--- src/rtl/gru_seq_driver.sv ---
`timescale 1ns/1ps
`default_nettype none
// ============================================================================
//  Module      : gru_seq_driver
//  Description : Sequences a 2-unit fixed-point GRU cell over a time series.
//                Accepts x_t on a valid/ready stream, holds x_t and h_{t-1}
//                on the cell inputs for the cell latency, captures cell_y
//                as the new hidden state and emits it on an output stream.
//  Revision    : 1.0 - initial release
// ============================================================================
module gru_seq_driver #(
   parameter int INT_WIDTH    = 8,
   parameter int FRAC_WIDTH   = 8,
   parameter int WIDTH        = INT_WIDTH + FRAC_WIDTH + 1,
   parameter int CELL_LATENCY = 1,
   parameter int LEN_W        = 8
) (
   input  logic             clk,
   input  logic             reset_n,
   input  logic             start,
   input  logic             abort,
   input  logic [LEN_W-1:0] seq_len,
   input  logic [WIDTH-1:0] h_init_0,
   input  logic [WIDTH-1:0] h_init_1,
   output logic             busy,
   output logic             done,
   input  logic             in_valid,
   output logic             in_ready,
   input  logic [WIDTH-1:0] in_x_0,
   input  logic [WIDTH-1:0] in_x_1,
   output logic [WIDTH-1:0] cell_x_0_0,
   output logic [WIDTH-1:0] cell_x_0_1,
   output logic [WIDTH-1:0] cell_h_0_0,
   output logic [WIDTH-1:0] cell_h_0_1,
   input  logic [WIDTH-1:0] cell_y_0_0,
   input  logic [WIDTH-1:0] cell_y_0_1,
   output logic             out_valid,
   input  logic             out_ready,
   output logic [WIDTH-1:0] out_h_0,
   output logic [WIDTH-1:0] out_h_1,
   output logic             out_last
);

   // Latency counter only has to reach CELL_LATENCY.
   localparam int LCNT_W = (CELL_LATENCY < 2) ? 1 : $clog2(CELL_LATENCY + 1);
   localparam logic [LCNT_W-1:0] C_LCNT_LAST = LCNT_W'(CELL_LATENCY);

   typedef enum logic [1:0] {
      S_IDLE    = 2'd0,
      S_WAIT_X  = 2'd1,
      S_COMPUTE = 2'd2,
      S_OUTPUT  = 2'd3
   } state_t;

   state_t            state_q;
   logic [LEN_W-1:0]  len_q;
   logic [LEN_W-1:0]  step_q;
   logic [LCNT_W-1:0] lcnt_q;
   logic [WIDTH-1:0]  x0_q, x1_q;
   logic [WIDTH-1:0]  h0_q, h1_q;
   logic              busy_q, done_q, in_ready_q, out_valid_q, out_last_q;

   // Sequencer: state, counters, data registers and registered handshake flags.
   always_ff @(posedge clk or negedge reset_n) begin
      if (!reset_n) begin
         state_q     <= S_IDLE;
         len_q       <= '0;
         step_q      <= '0;
         lcnt_q      <= '0;
         x0_q        <= '0;
         x1_q        <= '0;
         h0_q        <= '0;
         h1_q        <= '0;
         busy_q      <= 1'b0;
         done_q      <= 1'b0;
         in_ready_q  <= 1'b0;
         out_valid_q <= 1'b0;
         out_last_q  <= 1'b0;
      end else begin
         done_q <= 1'b0;
         case (state_q)
            S_IDLE: begin
               // abort in IDLE masks a simultaneous start
               if (start && !abort) begin
                  len_q  <= seq_len;
                  h0_q   <= h_init_0;
                  h1_q   <= h_init_1;
                  step_q <= '0;
                  if (seq_len == '0) begin
                     done_q <= 1'b1;
                  end else begin
                     state_q    <= S_WAIT_X;
                     busy_q     <= 1'b1;
                     in_ready_q <= 1'b1;
                  end
               end
            end
            S_WAIT_X: begin
               if (abort) begin
                  state_q    <= S_IDLE;
                  busy_q     <= 1'b0;
                  in_ready_q <= 1'b0;
               end else if (in_valid) begin
                  x0_q       <= in_x_0;
                  x1_q       <= in_x_1;
                  lcnt_q     <= '0;
                  state_q    <= S_COMPUTE;
                  in_ready_q <= 1'b0;
               end
            end
            S_COMPUTE: begin
               if (abort) begin
                  state_q <= S_IDLE;
                  busy_q  <= 1'b0;
               end else if (lcnt_q == C_LCNT_LAST) begin
                  h0_q        <= cell_y_0_0;
                  h1_q        <= cell_y_0_1;
                  state_q     <= S_OUTPUT;
                  out_valid_q <= 1'b1;
                  out_last_q  <= (step_q == len_q - LEN_W'(1));
               end else begin
                  lcnt_q <= lcnt_q + LCNT_W'(1);
               end
            end
            S_OUTPUT: begin
               if (abort) begin
                  state_q     <= S_IDLE;
                  busy_q      <= 1'b0;
                  out_valid_q <= 1'b0;
                  out_last_q  <= 1'b0;
               end else if (out_ready) begin
                  out_valid_q <= 1'b0;
                  out_last_q  <= 1'b0;
                  if (out_last_q) begin
                     state_q <= S_IDLE;
                     busy_q  <= 1'b0;
                     done_q  <= 1'b1;
                  end else begin
                     step_q     <= step_q + LEN_W'(1);
                     state_q    <= S_WAIT_X;
                     in_ready_q <= 1'b1;
                  end
               end
            end
            default: begin
               state_q     <= S_IDLE;
               busy_q      <= 1'b0;
               in_ready_q  <= 1'b0;
               out_valid_q <= 1'b0;
               out_last_q  <= 1'b0;
            end
         endcase
      end
   end

   assign busy       = busy_q;
   assign done       = done_q;
   assign in_ready   = in_ready_q;
   assign out_valid  = out_valid_q;
   assign out_last   = out_last_q;
   assign cell_x_0_0 = x0_q;
   assign cell_x_0_1 = x1_q;
   assign cell_h_0_0 = h0_q;
   assign cell_h_0_1 = h1_q;
   assign out_h_0    = h0_q;
   assign out_h_1    = h1_q;

endmodule
`default_nettype wire

--- config.mk ---
export PLATFORM = sky130hd
export DESIGN_NAME = gru_seq_driver
export DESIGN_NICKNAME = d
export VERILOG_FILES = /design/src/rtl/gru_seq_driver.sv
export SDC_FILE = /design/constraint.sdc
export NUM_CORES = 1
export LEC_CHECK = 0
export CAP_MARGIN = 20
export CELL_PAD_IN_SITES_DETAIL_PLACEMENT = 1
export CELL_PAD_IN_SITES_GLOBAL_PLACEMENT = 2
export CORE_ASPECT_RATIO = 0.75
export CORE_UTILIZATION = 24
export DETAILED_ROUTE_END_ITERATION = 10
export GPL_TIMING_DRIVEN = 0
export PLACE_DENSITY = 0.79
export SYNTH_ARGS = -nofsm -noshare
export SYNTH_HDL_FRONTEND = slang
export SYNTH_SLANG_ARGS = --single-unit
export TNS_END_PERCENT = 10
--- constraint.sdc ---
create_clock -name clk -period 2.25 [get_ports clk]
set_input_delay 0.45 -clock clk [delete_from_list [all_inputs] [get_ports clk]]
set_output_delay 0.45 -clock clk [all_outputs]
set_load 0.01 [all_outputs]
# Yosys cells after proc, flatten, opt, wreduce, memory -nomap -nowiden
# Cells that the tools add are included.
# classes
n_addsub	3
n_eq_ne	18
n_mux	54
bitwise	1
reduce_logical	19
# ops
cell	count
$mux W17	6
$pmux W17 S2	2
$mux W8	4
$mux W1	26
$ne A2 B2 Y1 const B	9
$mux W2	8
$pmux W8 S2	1
$reduce_and A5 Y1	3
$ne A3 B3 Y1 const B	4
$reduce_and A4 Y1	3
$add A8 B1 Y8 const B	1
$eq A8 B8 Y1	1
$logic_not A8 Y1	1
$pmux W1 S2	4
$pmux W2 S4	1
$reduce_bool A2 Y1	4
$sub A8 B1 Y8 const B	1
$reduce_and A7 Y1	1
$pmux W1 S3	2
$eq A2 B2 Y1 const B	2
$reduce_and A3 Y1	1
$reduce_bool A3 Y1	1
$eq A2 B1 Y1 const B	1
$logic_not A2 Y1	1
other kinds (7)	7
# totals
register_bits	92
in_bits	116
out_inout_bits	107
word_cells	108

# Longest topological paths before layout
# depth
depth_word	5
ltp_mapped	9
depth_no_buf	7

# Least setup slack after synthesis
# No wires, ideal clock.
# synth_path
path_kind	reg2reg
startpoint	register state_q[0]
endpoint	register h0_q[0] (netlist: cell_h_0_0[0])
setup_ps	123
arrival_ps	1713
required_ps	2127
setup_slack_ps	414
stages_incl_launch_ff	9
n_path_buf	3
period_less_slack_ps	1836
path_cell_list	dfrtp_1 -> inv_1 -> ha_1 -> clkbuf_1 -> nand2b_1 -> a211oi_2 -> buf_2 -> buf_4 -> a21oi_1
# synth_via
elab_chain_cells	3
word_cells_on_any_way	8
cone_classes	eq/ne (4); mux (1); reduce/logical (3)
# synth_rtl
item	line_no	text
from (decl)	55	state_t state_q;
from (signal assigned)	66	state_q <= S_IDLE;
from (signal assigned)	92	state_q <= S_WAIT_X;
from (signal assigned)	100	state_q <= S_IDLE;
$eq A2 B2 Y1 / $logic_not A2 Y1 (equally long branches)	81	case (state_q)
$ne A2 B2 Y1 (no source line) / $reduce_bool A2 Y1 (equally long branches)	--	
$reduce_and A4 Y1 (no source line)	--	
to (signal assigned)	86	h0_q <= h_init_0;
to (signal assigned)	116	h0_q <= cell_y_0_0;
to (decl)	60	logic [WIDTH-1:0] h0_q, h1_q;
# Parallel ways exist; a longest one is shown, timed or not.
# A chain may end at the register's enable or synchronous reset.

# Worst setup path after layout
# layout_path
startpoint	input port abort
endpoint	register step_q[7]
# layout_via
elab_chain_cells	4
word_cells_on_any_way	5
cone_classes	eq/ne (2); reduce/logical (3)
# layout_rtl
item	line_no	text
from (decl)	21	input logic abort,
$logic_not A1 Y1	84	if (start && !abort) begin
$logic_and A1 B1 Y1	84	
$ne A2 B2 Y1 (no source line)	--	
$reduce_and A5 Y1 (no source line) (*)	--	
to (signal assigned)	139	step_q <= step_q + LEN_W'(1);
to (decl)	57	logic [LEN_W-1:0] step_q;
# Every way passes the cells marked *; elsewhere a longest branch is shown, timed or not.

==> summary.md <==
| Metric | Value |
|---|---|
| Crit path DAT | `2.36 ns` |
| Die height | `122 µm` |
| Die width | `162 µm` |
| Clock H-tree levels | `3` |
| Clock Sink Count | `92` |
| WP buf/inv | `2` |
| Site Rows | `43` |
| Setup CP Type | `in2reg` |
| Antenna Nets Post-Route | `0` |
| Worst setup path startpoint | `abort` |
| Syn-to-layout area delta | `63.1%` |
| Clock transition at path regs | `0.07 ns` |
| Tightest Pin Transition | `0.888 ns` |
| FF-to-FF Start | `state_q[0]` |
| TritonCTS buffer count | `9` |
| R2r setup slk | `0.16 ns` |
| Clk_lat worst skew | `0.34 ns` |
| Post-Route Skew | `0.00799 ns` |
| Clock Tree Buf Depth | `2` |
| Final worst setup slack | `0.109 ns` |
| Routed WL per cell | `16.2 µm` |
| Slew Limit Headroom | `0.408` |
| DR iter-0 viols | `143` |
| Synth Flop Type | `dfrtp_1` |
| Core Area | `18,600 µm²` |
| Vias per inst | `4.40` |
| Crit-path cells | `clkdlybuf4s50_1 -> clkbuf_4 -> nand2b_1 -> a221oi_4 -> nand4_1 -> xor2_1 -> nor2_1` |
| Critical path's top delay family | `buffers and inverters` |
| Post-synth ARST share | `1.00` |
| Worst Path Required | `2.47 ns` |
| Slowest stage delay, CP | `0.52 ns` |
| Final nets | `774` |
| R2r worst-path depth | `6` |
| CTS tree | `done` |
| Initial antenna violation count | `0` |
| Number of synthesized register bits | `92` |
| Top-area cell type share of the netlist area | `0.502` |
| Fin. Hold Viols | `0` |
| Pre-CTS setup slack | `-0.326 ns` |
| Post-synthesis sequential area ratio | `0.502` |
| CP Capture Type | `flop` |
| # diodes | `0` |
| RSZ-0062 raised after global routing | `yes` |
| # fillers | `2,059` |
| Via count | `3,982` |
| CP Max Fanout | `10` |
| EDFF count, synth | `0` |
| Max Cap Viol | `0` |
| Drc violations | `0` |
| Die Area | `19,700 µm²` |
| Largest cells by area after synthesis | `dfrtp_1 (50%), mux2i_1 (7.6%), mux2_1 (7.4%)` |
| Number of setup buffers added after CTS | `0` |
| RePlAce Congestion | `0.775` |
| I/O Buffers | `222` |
| Largest area contributor in the netlist | `dfrtp_1` |
| R2R Path End | `cell_h_0_1[2]` |
| First-pass GRT wire length | `23.3 mm` |
| Syn Inst Count | `419` |
| Root buffer cell | `clkbuf_16` |
| Synth Area per Inst | `11.0 µm²` |
| Ports | `223` |
| Ratio of final minimum period to clock period | `0.952` |
| Outcome | `complete, no violations` |
| Routed WL | `14.6 mm` |
| Initial Util | `0.247` |
| HP Class | `in2async` |
| Pin count of the biggest net entering global routing | `49` |
| Leak Pwr | `3.03 nW` |
| CP startpoint kind | `primary input` |
| FMAX | `0.467 GHz` |
| All-Layer GR Usage | `0.152` |
| Final worst path period need | `2.14 ns` |
| Post-synthesis cell area | `4590 µm²` |
| Syn Nets | `541` |
| Post-DP HPWL | `11.5 mm` |
| Power per cell area | `1270 nW/µm²` |
| Share of layout cells above drive strength 1 | `0.128` |
| Setup TNS | `0 ns` |
| Worst setup path endpoint | `step_q[7]` |
| Vias in the first global route | `4,385` |
| Grt total ovfl | `0` |
| # setup viols final | `0` |
| Ys Warns | `0` |
| VDD IR max | `0.486 mV` |
| TritonRoute pass-1 iters | `4` |
| Levels on crit path | `7` |
| Final slew viol count | `0` |
| CP max stage cell | `a221oi_4` |
| Unique cell type count in the Yosys netlist | `44` |
-- where the power goes --
part           internal (mW)  switching [mW]  leakage [nW]  total, mW
sequential              2.39           0.599          1.08       2.99
clock                  0.974           0.661         0.153       1.64
combinational           2.91            2.00          1.80       4.91
total                   6.28            3.26          3.03       9.54
-- synthesized netlist by cell type, types with 3 or more instances --
master,count
a21oi_1,42
a31oi_1,3
and3_1,3
buf_2,9
buf_4,36
clkbuf_1,8
dfrtp_1,92
ha_1,6
inv_1,10
mux2_1,30
mux2_2,12
mux2i_1,35
nand2_1,12
nand2b_1,6
nand3_1,5
nand4_1,4
nor2_1,49
o21ai_0,7
xnor2_1,8
xor2_1,8
-- worst reg2reg max path, stage by stage, from the launching register on --
cell and delay, ns:
dfrtp_1 0.42, inv_1 0.10, ha_1 0.15, buf_2 0.21, clkbuf_1 0.70, mux2i_1 0.27
a21oi_1 0.10
-- cell families (layout without fill, tap and decap cells) --
| kind of cell | count (synthesis) | count (layout) | share of synthesized area |
|---|---|---|---|
| compound gates | 70 | 70 | 0.0930 |
| buf+inv | 67 | 305 | 0.0867 |
| fa+ha+maj | 6 | 6 | 0.0164 |
| flops | 92 | 92 | 0.502 |
| mux | 77 | 77 | 0.179 |
| simple gates | 91 | 91 | 0.0924 |
| xor+xnor | 16 | 16 | 0.0305 |
-- placed cells by master (no fill, tap or decap), types with 2 or more instances in the layout --
cell               n
xnor2_1            8
a21oi_1           42
nand4_1            4
clkbuf_1           8
clkbuf_4           2
nand2_1           12
clkinv_2           2
nor2_1            49
inv_2              2
ha_1               5
o21ai_1            2
xor2_1             8
nor3_1             2
buf_4             37
a31oi_1            3
clkdlybuf4s50_1  221
inv_1             10
and3_1             3
bufinv_16          2
clkbuf_16          9
nor4_1             2
or4_1              2
mux2_2            12
o21ai_0            7
o22ai_1            2
dfrtp_1           92
o21a_1             2
a21o_1             2
buf_2              7
nand3_1            4
nand2b_1           6
mux2i_1           35
buf_1              2
mux2_1            30
o22a_1             2
-- what timing repair did --
| item | 4_1_cts | 5_1_grt |
|---|---|---|
| endpoints found under the setup margin | 27 | 47 |
| resized for setup | 0 | 7 |
| pin swaps | 0 | 2 |
| hold buffers | 0 | 0 |
| cloned | 0 | 0 |
-- worst min-delay path by stage --
stage	endpoint	from	slack, ns	cells past startpoint
after CTS	cell_h_0_0[7]	reset_n	0.13	1
after global routing	cell_h_0_0[7]	reset_n	0.15	1
after detailed placement	cell_x_0_0[5]	cell_x_0_0[5]	0.48	1
after global placement	cell_x_0_1[15]	cell_x_0_1[15]	0.47	1
final	cell_h_0_0[7]	reset_n	0.11	1
after floorplan	busy	reset_n	0.15	0
-- state kept, by name, summed over array words and instances (netlist names) --
name and count:
in_ready 1, busy 1, done 1, cell_x_0_0 17
out_last 1, step_q 8, state_q 2, lcnt_q 1
cell_h_0_1 17, out_valid 1, cell_h_0_0 17, cell_x_0_1 17
len_q 8
-- layer usage --
metal | up-vias | GRT usage | part of all wire
met5 | - | 0 | 0
met4 | 0 | 0.0442 | 0.011
met3 | 12 | 0.0443 | 0.067
met2 | 123 | 0.266 | 0.50
met1 | 1975 | 0.182 | 0.42
li1 | 1872 | - | -
-- cell type report --
cell class                      instances  area, µm²  share of cell area
Sequential cell                        92       2300               0.308
Clock buffer                           10        229              0.0306
Clock inverter                          6       86.3              0.0115
Buffer                                 54        354              0.0473
Tap cell                              247        309              0.0413
Multi-Input combinational cell        260       1910               0.255
Timing Repair Buffer                  223       2250               0.300
Inverter                               12       45.0             0.00602
-- stage by stage --
stage               total power [mW]  hold WS [ns]   util  cells  area, µm²
finish                          9.54         0.114  0.402    904       7480
global route                    10.2         0.151  0.402    904       7480
CTS                             9.67         0.131  0.401    904       7460
detailed placement              7.96         0.483  0.384    889       7150
global placement                7.78         0.473  0.383    888       7120
floorplan                       5.26         0.154      -    419       4590
Note: power is estimated with default switching activity, not from simulation.
